[config.mk]
export PLATFORM = sky130hd
export DESIGN_NAME = procyon_cdb_arbiter
export DESIGN_NICKNAME = d
export VERILOG_FILES = /design/src/rtl/procyon_cdb_arbiter.sv
export SDC_FILE = /design/constraint.sdc
export NUM_CORES = 1
export LEC_CHECK = 0
export BUFFER_PORTS_ARGS = -buffer_cell sky130_fd_sc_hd__buf_2
export CAP_MARGIN = 20
export CORE_MARGIN = 2
export CORE_UTILIZATION = 50
export DETAILED_ROUTE_END_ITERATION = 16
export PLACE_DENSITY = 0.73
export SYNTH_ARGS = -nofsm -noshare
export SYNTH_HDL_FRONTEND = slang
export SYNTH_SLANG_ARGS = --single-unit
export TNS_END_PERCENT = 10
[constraint.sdc]
create_clock -name clk -period 15.3 [get_ports clk]
set_clock_uncertainty 0.15 [all_clocks]
set_input_delay 0.765 -clock clk [delete_from_list [all_inputs] [get_ports clk]]
set_output_delay 0.765 -clock clk [all_outputs]
set_load 0.05 [all_outputs]
[src/rtl/procyon_cdb_arbiter.sv]
// Purpose: per-FU result FIFOs feeding OPTN_CDB_DEPTH CDB lanes through a round-robin grant.
// Latency: 2 cycles minimum from i_fu_valid to o_cdb_en (FIFO write edge, then grant/output edge).
// Backpressure: o_fu_full is registered from the FIFO count; a same-cycle pop frees space one cycle later.
module procyon_cdb_arbiter #(
  parameter int OPTN_DATA_WIDTH    = 32,
  parameter int OPTN_ROB_IDX_WIDTH = 5,
  parameter int OPTN_CDB_DEPTH     = 2,
  parameter int OPTN_FU_COUNT      = 4,
  parameter int OPTN_FU_FIFO_DEPTH = 2,
  parameter int FU_IDX_WIDTH       = (OPTN_FU_COUNT == 1) ? 1 : $clog2(OPTN_FU_COUNT)
) (
  input  logic                          clk,
  input  logic                          n_rst,
  input  logic                          i_flush,
  input  logic                          i_fu_valid [0:OPTN_FU_COUNT-1],
  input  logic [OPTN_DATA_WIDTH-1:0]    i_fu_data  [0:OPTN_FU_COUNT-1],
  input  logic [OPTN_ROB_IDX_WIDTH-1:0] i_fu_tag   [0:OPTN_FU_COUNT-1],
  output logic                          o_fu_full  [0:OPTN_FU_COUNT-1],
  output logic                          o_cdb_en   [0:OPTN_CDB_DEPTH-1],
  output logic [OPTN_DATA_WIDTH-1:0]    o_cdb_data [0:OPTN_CDB_DEPTH-1],
  output logic [OPTN_ROB_IDX_WIDTH-1:0] o_cdb_tag  [0:OPTN_CDB_DEPTH-1]
);

  localparam int PTR_W  = $clog2(OPTN_FU_FIFO_DEPTH);
  localparam int CNT_W  = $clog2(OPTN_FU_FIFO_DEPTH + 1);
  localparam int ENT_W  = OPTN_ROB_IDX_WIDTH + OPTN_DATA_WIDTH;
  localparam int SCAN_W = FU_IDX_WIDTH + 1;

  // FIFO storage and bookkeeping, one FIFO per functional unit
  logic [ENT_W-1:0]        r_mem   [0:OPTN_FU_COUNT-1][0:OPTN_FU_FIFO_DEPTH-1];
  logic [PTR_W-1:0]        r_rptr  [0:OPTN_FU_COUNT-1];
  logic [PTR_W-1:0]        r_wptr  [0:OPTN_FU_COUNT-1];
  logic [CNT_W-1:0]        r_count [0:OPTN_FU_COUNT-1];
  logic [OPTN_FU_COUNT-1:0] r_full;
  logic [FU_IDX_WIDTH-1:0] r_rr_ptr;

  logic [OPTN_FU_COUNT-1:0] w_push;
  logic [OPTN_FU_COUNT-1:0] w_pop;
  logic [OPTN_FU_COUNT-1:0] w_nonempty;
  logic [ENT_W-1:0]         w_head      [0:OPTN_FU_COUNT-1];
  logic [CNT_W-1:0]         w_count_nxt [0:OPTN_FU_COUNT-1];

  logic                    w_grant_vld [0:OPTN_CDB_DEPTH-1];
  logic [FU_IDX_WIDTH-1:0] w_grant_idx [0:OPTN_CDB_DEPTH-1];
  logic [FU_IDX_WIDTH-1:0] w_rr_nxt;
  logic                    w_any_grant;

  // Registered CDB lanes; payload is intentionally left unreset
  logic                    r_cdb_en  [0:OPTN_CDB_DEPTH-1];
  logic [ENT_W-1:0]        r_cdb_ent [0:OPTN_CDB_DEPTH-1];

  // Per-FU head, occupancy and accepted writes (writes are dropped in reset, flush or when full)
  always_comb begin
    for (int i = 0; i < OPTN_FU_COUNT; i++) begin
      w_nonempty[i] = (r_count[i] != '0);
      w_head[i]     = r_mem[i][r_rptr[i]];
      w_push[i]     = i_fu_valid[i] & ~r_full[i] & ~i_flush & n_rst;
    end
  end

  // Round-robin scan from r_rr_ptr: the n-th non-empty FIFO in scan order goes to lane n
  always_comb begin : arb
    logic [OPTN_FU_COUNT-1:0] taken;
    logic [SCAN_W-1:0]        scan;
    taken       = '0;
    scan        = '0;
    w_rr_nxt    = r_rr_ptr;
    w_any_grant = 1'b0;
    for (int k = 0; k < OPTN_CDB_DEPTH; k++) begin
      w_grant_vld[k] = 1'b0;
      w_grant_idx[k] = '0;
      for (int j = 0; j < OPTN_FU_COUNT; j++) begin
        scan = {1'b0, r_rr_ptr} + SCAN_W'(j);
        if (scan >= SCAN_W'(OPTN_FU_COUNT)) begin
          scan = scan - SCAN_W'(OPTN_FU_COUNT);
        end
        if (!w_grant_vld[k] && w_nonempty[scan[FU_IDX_WIDTH-1:0]] &&
            !taken[scan[FU_IDX_WIDTH-1:0]]) begin
          w_grant_vld[k] = 1'b1;
          w_grant_idx[k] = scan[FU_IDX_WIDTH-1:0];
        end
      end
      if (w_grant_vld[k]) begin
        taken[w_grant_idx[k]] = 1'b1;
        w_any_grant           = 1'b1;
        // Later lanes always land further along the scan, so the last grant sets the next start
        w_rr_nxt = (w_grant_idx[k] == FU_IDX_WIDTH'(OPTN_FU_COUNT - 1)) ?
                   '0 : w_grant_idx[k] + FU_IDX_WIDTH'(1);
      end
    end
    w_pop = taken;
  end

  // Next occupancy: simultaneous push and pop leaves the count unchanged
  always_comb begin
    for (int i = 0; i < OPTN_FU_COUNT; i++) begin
      w_count_nxt[i] = r_count[i];
      if (w_push[i] && !w_pop[i]) begin
        w_count_nxt[i] = r_count[i] + CNT_W'(1);
      end else if (!w_push[i] && w_pop[i]) begin
        w_count_nxt[i] = r_count[i] - CNT_W'(1);
      end
    end
  end

  // FIFO pointers, counts, full flags and round-robin pointer; reset and flush both empty everything
  always_ff @(posedge clk) begin
    if (!n_rst || i_flush) begin
      r_rr_ptr <= '0;
      r_full   <= '0;
      for (int i = 0; i < OPTN_FU_COUNT; i++) begin
        r_rptr[i]  <= '0;
        r_wptr[i]  <= '0;
        r_count[i] <= '0;
      end
    end else begin
      if (w_any_grant) begin
        r_rr_ptr <= w_rr_nxt;
      end
      for (int i = 0; i < OPTN_FU_COUNT; i++) begin
        if (w_push[i]) begin
          r_wptr[i] <= r_wptr[i] + PTR_W'(1);
        end
        if (w_pop[i]) begin
          r_rptr[i] <= r_rptr[i] + PTR_W'(1);
        end
        r_count[i] <= w_count_nxt[i];
        r_full[i]  <= (w_count_nxt[i] == CNT_W'(OPTN_FU_FIFO_DEPTH));
      end
    end
  end

  // FIFO data write; no bypass, so a new entry is only visible at the head after this edge
  always_ff @(posedge clk) begin
    for (int i = 0; i < OPTN_FU_COUNT; i++) begin
      if (w_push[i]) begin
        r_mem[i][r_wptr[i]] <= {i_fu_tag[i], i_fu_data[i]};
      end
    end
  end

  // CDB output register: enable is suppressed by reset or flush, payload follows the granted head
  always_ff @(posedge clk) begin
    for (int k = 0; k < OPTN_CDB_DEPTH; k++) begin
      r_cdb_ent[k] <= w_head[w_grant_idx[k]];
      if (!n_rst) begin
        r_cdb_en[k] <= 1'b0;
      end else begin
        r_cdb_en[k] <= w_grant_vld[k] & ~i_flush;
      end
    end
  end

  // Drive ports from the registered state
  always_comb begin
    for (int i = 0; i < OPTN_FU_COUNT; i++) begin
      o_fu_full[i] = r_full[i];
    end
    for (int k = 0; k < OPTN_CDB_DEPTH; k++) begin
      o_cdb_en[k]   = r_cdb_en[k];
      o_cdb_tag[k]  = r_cdb_ent[k][ENT_W-1:OPTN_DATA_WIDTH];
      o_cdb_data[k] = r_cdb_ent[k][OPTN_DATA_WIDTH-1:0];
    end
  end

endmodule

# Word-level counts from Yosys, hierarchy flattened
# Memory sizes are Yosys's and may differ from the RTL's.
# Cells that the tools add are included.
totals:
  ff_bits: 6
  mem_count: 6
  mem_bits_rw: 388
  inputBits: 155
  word_cells: 304
mem_list:
  columns: ["name", "depth", "width", "read_ports", "rd_clocked_by_memory_dff", "write_ports", "line_no", "text"]
  rows:
  - ["r_mem", 4, 74, 4, 0, 4, "30", "logic [ENT_W-1:0] r_mem [0:OPTN_FU_COUNT-1][0:OPTN_FU_FIFO_DEPTH-1];"]
  - ["r_cdb_ent", 2, 37, 2, 0, 2, "50", "logic [ENT_W-1:0] r_cdb_ent [0:OPTN_CDB_DEPTH-1];"]
  - ["r_count", 4, 2, 4, 0, 4, "33", "logic [CNT_W-1:0] r_count [0:OPTN_FU_COUNT-1];"]
  - ["r_rptr", 4, 1, 4, 0, 4, "31", "logic [PTR_W-1:0] r_rptr [0:OPTN_FU_COUNT-1];"]
  - ["r_wptr", 4, 1, 4, 0, 4, "32", "logic [PTR_W-1:0] r_wptr [0:OPTN_FU_COUNT-1];"]
  - ["r_cdb_en", 2, 1, 2, 0, 2, "49", "logic r_cdb_en [0:OPTN_CDB_DEPTH-1];"]
op_classes:
  magnitude_cmp: 26
  bitwise_logic: 44
  mux: 137
  add_sub_neg: 25
  eq_ne: 6
  reduce_logical: 58
ops:
  columns: ["op", "n"]
  rows:
  - ["2-to-1 mux 37 bit", 20]
  - ["2-to-1 mux 74 bit", 4]
  - ["binary-select mux 37 bit (select 2 bit)", 2]
  - ["demux 37 bit (select 1 bit)", 4]
  - ["2-to-1 mux 1 bit", 63]
  - ["2-to-1 mux 2 bit", 28]
  - ["logical AND 1 bit", 28]
  - ["binary-select mux 1 bit (select 2 bit)", 12]
  - ["logical NOT 1 bit", 23]
  - ["less-than comparator 2 x 3 -> 1 bit, second input constant", 6]
  - ["greater-or-equal comparator 2 bit, second input constant", 8]
  - ["NOT 1 -> 2 bit", 8]
  - ["subtractor 2 x 1 -> 2 bit, second input constant", 8]
  - ["greater-or-equal comparator 3 bit, second input constant", 5]
  - ["AND 1 bit", 14]
  - ["bitwise OR 1 bit", 14]
  - ["adder 2 x 1 -> 2 bit, second input constant", 6]
  - ["equality test 2 bit, second input constant", 6]
  - ["nonzero test 2 bit", 5]
  - ["adder 1 bit, second input constant", 8]
  - ["less-than comparator 2 x 1 -> 1 bit, second input constant", 4]
  - ["2-to-1 mux 4 bit", 2]
  - ["adder 2 x 2 -> 3 bit, second input constant", 2]
  - ["NOT 2 -> 3 bit", 2]
  - ["other kinds (8)", 14]

# Logic depth before layout (Yosys ltp)
# Gate-level depths: netlist of the first run.
depth:
  word_depth: 51
  depth_mapped: 24
  mapped_depth_nobuf: 18

# Least setup slack after synthesis of the first run
# No wires, ideal clock.
synth_timing:
  path_type: "register to register"
  startpoint: "memory r_count[1][0] (netlist bit)"
  endpoint: "register r_full[2]"
  path_slack_ps: 10257
  path_buffers: 5
  stages_incl_launch_ff: 22
  arrival_time_ps: 4766
  t_required_ps: 15022
  period_less_slack_ps: 5043
  path_cell_list: "dfxtp_1 -> inv_1 -> ha_1 -> mux4_2 -> a21boi_1 -> mux2_2 -> inv_1 -> clkbuf_1 -> clkbuf_1 -> ha_1 -> a221oi_1 -> o31a_1 -> clkbuf_1 -> o311ai_2 -> a311oi_4 -> buf_8 -> buf_12 -> inv_1 -> ha_1 -> a22oi_4 -> mux2i_1 -> o22ai_1"
synth_rtl:
  columns: ["element", "line_no", "text"]
  rows:
  - ["start, declared", "33", null]
  - ["end signal, assigned by index", "128", "r_full[i] <= (w_count_nxt[i] == CNT_W'(OPTN_FU_FIFO_DEPTH));"]
  - ["end, declared", "34", "logic [OPTN_FU_COUNT-1:0] r_full;"]

# Final worst setup path of the first run
layout_timing:
  startpoint: "register r_rr_ptr[1]"
  endpoint: "register r_full[2]"
layout_via:
  elab_chain_cells: 51
layout_rtl:
  columns: ["element", "line_no", "text"]
  rows:
  - ["start, declared", "35", "logic [FU_IDX_WIDTH-1:0] r_rr_ptr;"]
  - ["start signal, assigned", "118", "r_rr_ptr <= w_rr_nxt;"]
  - ["greater-or-equal comparator 2 x 3 -> 1 bit or subtractor 2 x 1 -> 2 bit (tied branches)", "74, 75", null]
  - ["2-to-1 mux 2 bit", "74", "if (scan >= SCAN_W'(OPTN_FU_COUNT)) begin"]
  - ["binary-select mux 1 bit (select 2 bit)", "78", "!taken[scan[FU_IDX_WIDTH-1:0]]) begin"]
  - ["2-to-1 mux 1 bit (implied by the code)", "78", null]
  - ["logical NOT 1 bit", "78", null]
  - ["logical AND 1 bit", "77", "if (!w_grant_vld[k] && w_nonempty[scan[FU_IDX_WIDTH-1:0]] &&"]
  - ["2-to-1 mux 1 bit", "77", null]
  - ["logical NOT 1 bit", "77", null]
  - ["[35 not listed]", null, null]
  - ["2-to-1 mux 1 bit (implied by the code)", "84", "taken[w_grant_idx[k]] = 1'b1;"]
  - ["demux 1 bit (select 2 bit)", "84", null]
  - ["bitwise OR 4 bit (no source line)", null, null]
  - ["2-to-1 mux 4 bit *", "83", "if (w_grant_vld[k]) begin"]
  - ["logical AND 1 bit or logical NOT 1 bit (tied branches)", "100, 98", null]
  - ["2-to-1 mux 2 bit or logical AND 1 bit (tied branches)", "100, 98", null]
  - ["2-to-1 mux 2 bit *", "98", "if (w_push[i] && !w_pop[i]) begin"]
  - ["equality test 2 bit *", "128", null]
# Every way passes the cells marked *; elsewhere a longest branch is shown, timed or not. The select of a mux whose other input is x is not followed.
# A chain may end at the register's enable or synchronous reset.

==> results.cfg, run 1 <==
[outcome]
run_status = finished, final reports clean

[cells_and_area]
multi_input_area_mm2 = 0.005186
ff_latch_area_mm2 = 0.01093
area_growth_pct = 17.30
final_nets = 1592
drive_gt1_share_pct = 25.93
n_fill_cell = 2573

[grt]
grt.total_usage_pct = 23.40
antenna_found_initial = 11
grt_pass1_vias = 10562
grt_max_degree = 78
grt_overflow = 0
grt_first_pass_wirelength_mm = 59.91

[yosys]
synth_compound_area_share_pct = 2.528
synth_adder_area_share_pct = 0.7569
synth_nets = 1362
seq_area_frac_synth_pct = 66.13
ys_ff_latch = 394
yosysMostFrequentCell = edfxtp_1
synth_cell_types = 61
synth_common_cells = edfxtp_1 (304), mux2i_1 (231), nand2_1 (210)
yosysTopAreaCellShare_pct = 55.23
synthMuxAreaShare_pct = 17.26
synth_ff_type = edfxtp_1
syn_area_mm2 = 0.01653
yosysTopAreaCell = edfxtp_1
synth.avg_cell_area_um2 = 13.81
synth-edff-count = 304
yosysWarnings = 0
async_reset_ff_share_pct = 0
synthCells = 1197
ys_top_cells_by_area = edfxtp_1 (55%), mux2i_1 (14%), dfxtp_1 (11%)
yosys.area_share.simple_pct = 10.29
synth_top_family_by_area = multiplexers
synth_xor_area_share_pct = 0.3255

[floorplan]
io_pins = 235
die-height_um = 185.8
start_util_pct = 50.80
die_area_mm2 = 0.03453
row_count = 66
core_area_mm2 = 0.03254
fp.dieW_um = 185.8

[critical_path]
cp.arrival_ns = 7.34
timing.rr.start = r_rr_ptr[1]
cp_max_fo = 41
critPathLaunchType = flop
crit_path_end_kind = flop
cp.required_ns = 15.56
path_class = flop to flop
crit_path_start = r_rr_ptr[1]

[routing]
vias = 10547
drt_iter0_markers = 685
avgRoutedWirePerCell_um = 21.20
top_layer = met5
wl_met3_mm = 2.734
routed-wl-met2_mm = 19.16
wl_mm = 40.46
wl_met1_mm = 17.33
postRouteAntennaNets = 0
drc_errors = 0
drt-pass1-iter-count = 5
via_per_inst = 5.528

[placement]
dpl.hpwl_mm = 26.16
gp_congestion = 0.8513
post-place-ws_ns = 8.247
io_buffer_count = 234

[sta]
relSlewSlack_pct = 29.07
worstMarginPinSlew_ns = 1.064
setup_ws_ns = 8.219
fin_tns_setup_ns = 0
finalMaxSlewViolations = 0
max_freq_mhz = 141.2
fin_crit_ns = 7.081
rsz0062_at_grt = no
hold_viol = 0
min_period_over_period_pct = 46.28
setup_viol = 0
whs_ns = 0.2696

[clock_tree]
cts.sinks = 394
clockRootBuffer = clkbuf_16
cts.htree.levels = 2
cts-hold-fix-buffers = 0
cts_tree = yes
post_cts_buffers = 0
clk_latency_ns = 0.53
clk_transition_reported_paths_ns = 0.06
cts.repair.resized = 0
numCtsBuffers = 40
cts_max_path_buffers = 3

[hold_path]
hold_path.class = primary input to flop
hold_start = i_fu_data[48]

[flow_run]
maxCapViolations = 0
==> cell families (layout without fill, tap and decap cells) <==
logic type / Yosys count / count (layout)
xor gates and xnor gates: 3 / 3
DFF: 394 / 394
and+or+nand+nor: 379 / 379
muxes: 275 / 275
adders and majority gates: 10 / 10
AOI/OAI and AO/OA: 51 / 51
buffers and inverters: 85 / 346
other: 0 / 8
==> final cells by class <==
cell class                      count  area share, %
Sequential cell                   394          56.38
Multi-Input combinational cell    718          26.75
Timing Repair Buffer              256          7.060
Clock buffer                       61          5.989
Tap cell                          442          2.852
Clock inverter                     12         0.5421
Inverter                           17         0.3291
Antenna cell                        8         0.1033
==> per-layer routing <==
layer	track usage [%]	vias to the layer above
met5	0	-
li1	-	4878
met3	5.244	88
met2	38.16	376
met1	30.85	5197
met4	8.441	8
==> registers in the layout, summed over array words and instances, names as in the netlist <==
name	cells
r_cdb_ent	74
r_mem	296
r_full	4
r_wptr	4
r_rr_ptr	2
r_count	8
r_rptr	4
r_cdb_en	2
==> worst paths after layout <==
path | cells past startpoint | slack [ns] | endpoint
max | 16 | 8.22 | r_full[2]
min | 1 | 0.27 | r_mem[2][53]
max reg2reg | 16 | 8.22 | r_full[2]
min reg2reg | 2 | 0.34 | r_full[2]
==> through the flow <==
stage          instance area (um2)  utilization [%]  cells
2_1_floorplan                16530                -   1197
3_3_place_gp                 18050            55.49   1825
3_5_place_dp                 18100            55.64   1827
4_1_cts                      19370            59.53   1900
5_1_grt                      19380            59.57   1905
6_report                     19390            59.59   1908
==> cell usage in the layout, fill, tap and decap left out, types with 3 or more instances in the layout <==
master     count
edfxtp_1     304
buf_2        234
mux2i_1      231
nand2_1      210
dfxtp_1       90
nand3_1       79
clkbuf_16     41
mux2_2        39
nor2_1        23
buf_4         20
inv_1         15
clkbuf_1      14
nor3_1        12
ha_1          10
a21oi_1        9
o211ai_1       9
diode_2        8
nand4_1        6
nand2b_1       6
clkbuf_8       6
clkinv_2       6
nor2b_1        5
and2_1         5
nor3b_1        5
a211oi_1       5
and3_1         4
or2_2          4
mux4_2         4
and2_2         3
==> critical path, stage by stage (launching register included) <==
cell	delay (ns)
dfxtp_1	0.82
inv_1	0.31
a2111oi_0	0.50
o21a_1	0.22
or3_2	0.82
inv_2	0.73
ha_1	0.46
a221oi_1	0.45
o31a_1	0.44
o311ai_2	0.19
a311oi_4	0.32
buf_4	0.51
inv_1	0.11
ha_1	0.24
a22oi_4	0.24
mux2i_1	0.27
o22ai_1	0.11
Power of run 1 is not shown: default switching activity piles up to over one toggle a cycle in this logic, so the estimate is an artifact.
==> run 2: changes to the inputs <==
--- a/config.mk
+++ b/config.mk
@@ -5,12 +5,13 @@
 export SDC_FILE = /design/constraint.sdc
 export NUM_CORES = 1
 export LEC_CHECK = 0
+export ABC_AREA = 1
 export BUFFER_PORTS_ARGS = -buffer_cell sky130_fd_sc_hd__buf_2
 export CAP_MARGIN = 20
 export CORE_MARGIN = 2
 export CORE_UTILIZATION = 50
 export DETAILED_ROUTE_END_ITERATION = 16
-export PLACE_DENSITY = 0.73
+export PLACE_DENSITY = 0.76
 export SYNTH_ARGS = -nofsm -noshare
 export SYNTH_HDL_FRONTEND = slang
 export SYNTH_SLANG_ARGS = --single-unit
==> constraint.sdc (replaced) <==
create_clock -name clk -period 6.23 [get_ports clk]
set_clock_uncertainty 0.15 [all_clocks]
set_input_delay 0.3115 -clock clk [delete_from_list [all_inputs] [get_ports clk]]
set_output_delay 0.3115 -clock clk [all_outputs]
set_load 0.05 [all_outputs]
==> run 2 against run 1 <==
Net effect:
- count of clock-buffer cells in the layout stayed put
- final cell count is 12% higher
- die area is 3.4% lower
- synthesized cell count is 11% higher
- sequential share of layout area is 3.0 points lower
- worst hold slack worse by 0.21 ns
- register-to-register slack worse by 6.9 ns
- critical path type unchanged
- largest cell class unchanged
- highest routed layer unchanged
==> results.cfg, run 2 <==
[floorplan]
core_area_mm2 = 0.03147
start_util_pct = 50.69
die_area_mm2 = 0.03335
io_pins = 235
fp.dieW_um = 182.6
die-height_um = 182.6
row_count = 65

[hold_path]
whs_endpoint = r_wptr[1]
hold_start = i_fu_valid[2]
hold_path.class = primary input to flop
min_path_cells = 5

[grt]
grt_first_pass_wirelength_mm = 66.45
grt_max_degree = 70
grt_pass1_vias = 11796
antenna_found_initial = 1
grt_overflow = 0
grt.total_usage_pct = 26.78

[routing]
vias = 11759
postRouteAntennaNets = 0
avgRoutedWirePerCell_um = 21.25
drt_iter0_markers = 1183
drt-pass1-iter-count = 6
wl_mm = 45.60
drc_errors = 0
via_per_inst = 5.479

[yosys]
synth-edff-count = 304
synth_common_cells = nand2_1 (384), edfxtp_1 (304), inv_1 (120)
yosysMostFrequentCell = nand2_1
seq_area_frac_synth_pct = 68.51
yosysTopAreaCellShare_pct = 57.22
yosysWarnings = 0
synth_ff_type = edfxtp_1
synth.avg_cell_area_um2 = 11.98
synth_nets = 1497
synthCells = 1332
ys_ff_latch = 394
ys_top_cells_by_area = edfxtp_1 (57%), dfxtp_1 (11%), nand2_1 (9.0%)
syn_area_mm2 = 0.01595
synth_cell_types = 37
async_reset_ff_share_pct = 0
yosysTopAreaCell = edfxtp_1

[critical_path]
reg2reg_to = r_full[2]
cp.arrival_ns = 5.14
path_class = flop to flop
max_stage_delay_ns = 0.61
cp.required_ns = 6.49
critPathLaunchType = flop
crit_path_top_delay_cell = dfxtp_1
rr_worst_depth = 29
cp_common_cell = nand2_1
ff2ff_setup_slack_ns = 1.35
timing.rr.start = r_rr_ptr[1]
crit_path_end_kind = flop
cp_max_fo = 39

[clock_tree]
clk_transition_reported_paths_ns = 0.06
cts.sinks = 394
numCtsBuffers = 41
cts_max_path_buffers = 3
cts_tree = yes
cts.htree.levels = 2
cts.repair.resized = 0
clk_latency_ns = 0.56
clockRootBuffer = clkbuf_16

[sta]
fin_tns_setup_ns = 0
relSlewSlack_pct = 49.27
rsz0062_at_grt = no
hold_viol = 0
min_period_over_period_pct = 78.38
worstMarginPinSlew_ns = 0.7582
finalMaxSlewViolations = 0
fin_crit_ns = 4.883
setup_viol = 0
max_freq_mhz = 204.8

[power]
seqPwrFrac_pct = 30.4
p_sw_uw = 5242
power.density_mw_per_mm2 = 557.3
swShare_pct = 45.95
p_int_uw = 6167
leakagePower_uw = 0.008291
vdd.ir_drop.worst_mv = 0.5448
combPwrFrac_pct = 48.2
clkPwrFrac_pct = 21.3

[placement]
gp_congestion = 0.8645
io_buffer_count = 234
place_inst = 1917
dpl.hpwl_mm = 29.82

[cells_and_area]
final_cell_mix = nand2_1 (384), edfxtp_1 (304), buf_2 (234), dlygate4sd3_1 (148), inv_1 (120)
n_fill_cell = 2295
final_nets = 1877
stdcell_count = 2146
layout_commonest_cell = nand2_1
area_growth_pct = 28.32
num_antenna_cells = 0
drive_gt1_share_pct = 21.73
largest_register_ffs = 296

[flow_run]
maxCapViolations = 0

[outcome]
run_status = finished, final reports clean
## run 2: cell count changes in the layout (fill, tap and decap cells not counted), sizes merged, moves of 31 or more
cell / before / now
dlygate4sd3: 0 / 148
inv: 19 / 128
mux2i: 231 / 64
nand2: 210 / 398
nand3: 79 / 48
o211ai: 9 / 54
o221ai: 1 / 65
## run 2: routing by layer
layer,global-route usage [%],routed length [um],vias to the layer above
li1,-,-,5422
met1,30.11,16710,5677
met2,49.57,23670,537
met3,5.029,3150,121
met4,11.48,2051,2
met5,0,14,-
## run 2: cell type report
cell class	count	area (um2)	area share (%)
Multi-Input combinational cell	745	4292	20.96
Sequential cell	394	10930	53.39
Clock buffer	61	1201	5.867
Timing Repair Buffer	403	2913	14.23
Tap cell	402	503.0	2.457
Inverter	127	479.2	2.341
Clock inverter	14	153.9	0.7517
## run 2: worst max-delay path by stage
| stage | start | to | slack, ns | depth (start not counted) |
|---|---|---|---|---|
| floorplan | r_count[3][0] | r_full[2] | 1.71 | 36 |
| global placement | r_rr_ptr[1] | r_full[2] | 1.59 | 29 |
| detailed placement | r_rr_ptr[1] | r_full[2] | 1.51 | 29 |
| CTS | r_rr_ptr[1] | r_full[2] | 1.49 | 29 |
| global route | r_rr_ptr[1] | r_full[2] | 0.93 | 29 |
| finish | r_rr_ptr[1] | r_full[2] | 1.35 | 29 |
## run 2: power by group through the flow
stage / clock network (uW) / logic (uW) / registers (uW)
2_1_floorplan: 0 / 3060 / 4320
3_3_place_gp: 0 / 5210 / 3510
3_5_place_dp: 0 / 5310 / 3500
4_1_cts: 2440 / 5410 / 3460
5_1_grt: 2560 / 5900 / 3490
6_report: 2430 / 5500 / 3470
## run 2: timing repair
item                      in CTS  in global routing
hold buffers                 148                  0
buffers inserted               0                  0
hold endpoints to repair     296                  0
## run 2: cells by family (layout without fill, tap and decap cells)
| kind of cell | after synthesis | count (layout) | share of synthesized area, % |
|---|---|---|---|
| compound gates | 152 | 152 | 7.364 |
| simple gates | 497 | 497 | 12.87 |
| flops | 394 | 394 | 68.51 |
| xor+xnor | 4 | 4 | 0.2196 |
| mux | 82 | 82 | 5.286 |
| fa+ha+maj | 10 | 10 | 0.7843 |
| buf+inv | 193 | 605 | 4.964 |
## run 2: stage by stage
step | worst slack (ns) | cell area, um2 | util [%] | total power [uW] | hold slack (ns)
finish | 1.347 | 20470 | 65.04 | 11410 | 0.05856
global route | 0.9342 | 20470 | 65.04 | 11950 | 0.06950
CTS | 1.487 | 20340 | 64.64 | 11300 | 0.05061
detailed placement | 1.510 | 17510 | 55.63 | 8810 | 0.3526
global placement | 1.595 | 17480 | 55.54 | 8713 | 0.3478
floorplan | 1.708 | 15950 | - | 7381 | 0.2604
## run 2: worst max-delay path: cells and delay by family (launching register included)
family	cells	cell delay, ns
fa+ha+maj	2	0.49
buf+inv	4	0.84
flops	1	0.61
simple gates	20	2.09
compound gates	3	0.57
Power figures use the tool's default switching activity.
==> run 3: changes to the inputs <==
--- a/config.mk
+++ b/config.mk
@@ -5,13 +5,13 @@
 export SDC_FILE = /design/constraint.sdc
 export NUM_CORES = 1
 export LEC_CHECK = 0
-export ABC_AREA = 1
+export ABC_AREA = 0
 export BUFFER_PORTS_ARGS = -buffer_cell sky130_fd_sc_hd__buf_2
 export CAP_MARGIN = 20
 export CORE_MARGIN = 2
 export CORE_UTILIZATION = 50
 export DETAILED_ROUTE_END_ITERATION = 16
-export PLACE_DENSITY = 0.76
+export PLACE_DENSITY = 0.73
 export SYNTH_ARGS = -nofsm -noshare
 export SYNTH_HDL_FRONTEND = slang
 export SYNTH_SLANG_ARGS = --single-unit
==> constraint.sdc (replaced) <==
create_clock -name clk -period 5 [get_ports clk]
set_clock_uncertainty 0.15 [all_clocks]
set_input_delay 0.25 -clock clk [delete_from_list [all_inputs] [get_ports clk]]
set_output_delay 0.25 -clock clk [all_outputs]
set_load 0.05 [all_outputs]
==> run 3 against run 2 <==
Net effect:
- die area up 3.5%
- core utilization down 0.19 points
- non-clock buffer count up 13
- register-to-register slack worse by 1.1 ns
- clock power up 28%
- via count down 3.0%
- combinational power up 53%
- worst setup slack worse by 1.1 ns
- final cell count down 3.5%
- count of clock-buffer cells in the layout unchanged
- worst hold slack worse by 0.044 ns
- global-route usage down 1.1 points
- largest cell class unchanged
- largest power group unchanged
==> results.cfg, run 3 (synthesized netlist as in run 1, its figures left out) <==
[critical_path]
crit_path_end_kind = flop
cp.required_ns = 5.27
cp_cell_sequence = inv_1 > ha_1 > mux4_2 > o211a_1 > or3_2 > inv_2 > ha_1 > and2_1 > nand2_1 > and3_1 > and3_4 > a311oi_4 > clkbuf_16 > mux2i_1 > mux2_2
critPathLaunchType = flop
path_class = flop to flop
max_stage_delay_ns = 0.57
cp.arrival_ns = 4.98
rr_worst_depth = 15
cp_max_fo = 74
cp_common_cell = ha_1
crit_path_top_delay_cell = mux4_2

[routing]
drt-pass1-iter-count = 5
postRouteAntennaNets = 0
avgRoutedWirePerCell_um = 21.44
drc_errors = 0
vias = 11407
via_per_inst = 5.511
wl_mm = 44.39
drt_iter0_markers = 850

[sta]
worstMarginPinSlew_ns = 0.9931
finalMaxSlewViolations = 0
relSlewSlack_pct = 33.79
setup_viol = 0
fin_tns_setup_ns = 0
hold_viol = 0
min_period_over_period_pct = 94.14
fin_crit_ns = 4.707
rsz0062_at_grt = no
max_freq_mhz = 212.4

[clock_tree]
cts_max_path_buffers = 3
numCtsBuffers = 40
clockRootBuffer = clkbuf_16
cts.sinks = 394
clk_latency_ns = 0.53
cts_tree = yes
cts.htree.levels = 2
clk_transition_reported_paths_ns = 0.07
post_cts_buffers = 0

[grt]
grt_pass1_vias = 11695
antenna_found_initial = 9
grt_overflow = 0
grt_max_degree = 77
grt_first_pass_wirelength_mm = 65.97
grt.total_usage_pct = 25.67

[floorplan]
fp.dieW_um = 185.8
die-height_um = 185.8
row_count = 66
core_area_mm2 = 0.03254
start_util_pct = 50.80
io_pins = 235
die_area_mm2 = 0.03453

[hold_path]
min_path_cells = 3
hold_path.class = primary input to flop

[placement]
dpl.hpwl_mm = 26.98
io_buffer_count = 234
place_area_mm2 = 0.01818
gp_congestion = 0.8301
place_inst = 1837

[power]
p_int_uw = 8877
clkPwrFrac_pct = 19.6
combPwrFrac_pct = 53.0
vdd.ir_drop.worst_mv = 0.8831
seqPwrFrac_pct = 27.4
p_sw_uw = 6991
leakagePower_uw = 0.008506
power.density_mw_per_mm2 = 751.9
swShare_pct = 44.06

[cells_and_area]
layout_commonest_cell = edfxtp_1
final_nets = 1752
drive_gt1_share_pct = 24.64
final_cell_mix = edfxtp_1 (304), buf_2 (234), mux2i_1 (231), nand2_1 (210), dlygate4sd3_1 (150)
finish.utilization_pct = 64.86
area_growth_pct = 27.67
design_area_mm2 = 0.02110
largest_register_ffs = 296
stdcell_count = 2070

[outcome]
run_status = finished, final reports clean

[flow_run]
maxCapViolations = 0
[run 3: stage by stage]
step / hold slack, ns / setup WS [ns] / power, uW
floorplan: 0.1989 / 0.04447 / 10710
global placement: 0.2873 / 0.4085 / 12440
detailed placement: 0.2914 / 0.3235 / 12620
CTS: 0.007147 / 0.2622 / 15830
global route: 0.03534 / 0.02300 / 16710
finish: 0.01491 / 0.2929 / 15870
[run 3: repair_timing]
| item | CTS | global route |
|---|---|---|
| endpoints found under the hold margin | 298 | 0 |
| gates resized for setup | 0 | 2 |
| endpoints found under the setup margin | 0 | 36 |
| hold buffers | 150 | 0 |
[run 3: critical path: cells and delay by family, from the launching register on]
kind | cells | cell delay, ns
AO/OA/AOI/OAI | 2 | 0.49
adder cells (fa/ha/maj) | 2 | 0.51
buffers and inverters | 3 | 0.70
flip-flops | 1 | 0.37
multiplexers | 3 | 1.06
AND/OR/NAND/NOR | 5 | 1.28
[run 3: layer usage]
| metal | global-route usage, % | vias up | routed length (um) |
|---|---|---|---|
| met1 | 31.19 | 5591 | 17370 |
| met5 | 0 | - | 0 |
| met3 | 5.185 | 102 | 3107 |
| met2 | 45.16 | 514 | 22510 |
| met4 | 9.575 | 0 | 1396 |
| li1 | - | 5200 | - |
[run 3: final timing paths]
path / endpoint / start / slack (ns)
worst max-delay path: r_cdb_ent[0][56] / r_count[1][0] / 0.29
worst min register to register: r_count[1][0] / r_count[1][0] / 0.36
worst min-delay path: r_wptr[1] / i_fu_valid[2] / 0.01
worst max register to register: r_cdb_ent[0][56] / r_count[1][0] / 0.29
[run 3: power groups by stage]
stage          sequential (uW)  combinational, uW  clock (uW)
6_report                  4340               8410        3110
5_1_grt                   4370               9050        3280
4_1_cts                   4340               8360        3130
3_5_place_dp              4400               8220           0
3_3_place_gp              4400               8030           0
2_1_floorplan             5410               5310           0
[run 3: layout make-up]
type	count	area (um2)
Clock inverter	13	153.9
Inverter	17	63.81
Multi-Input combinational cell	718	5194
Timing Repair Buffer	416	2943
Tap cell	442	553.0
Fill cell	2335	11430
Antenna cell	9	22.52
Clock buffer	61	1242
Sequential cell	394	10930
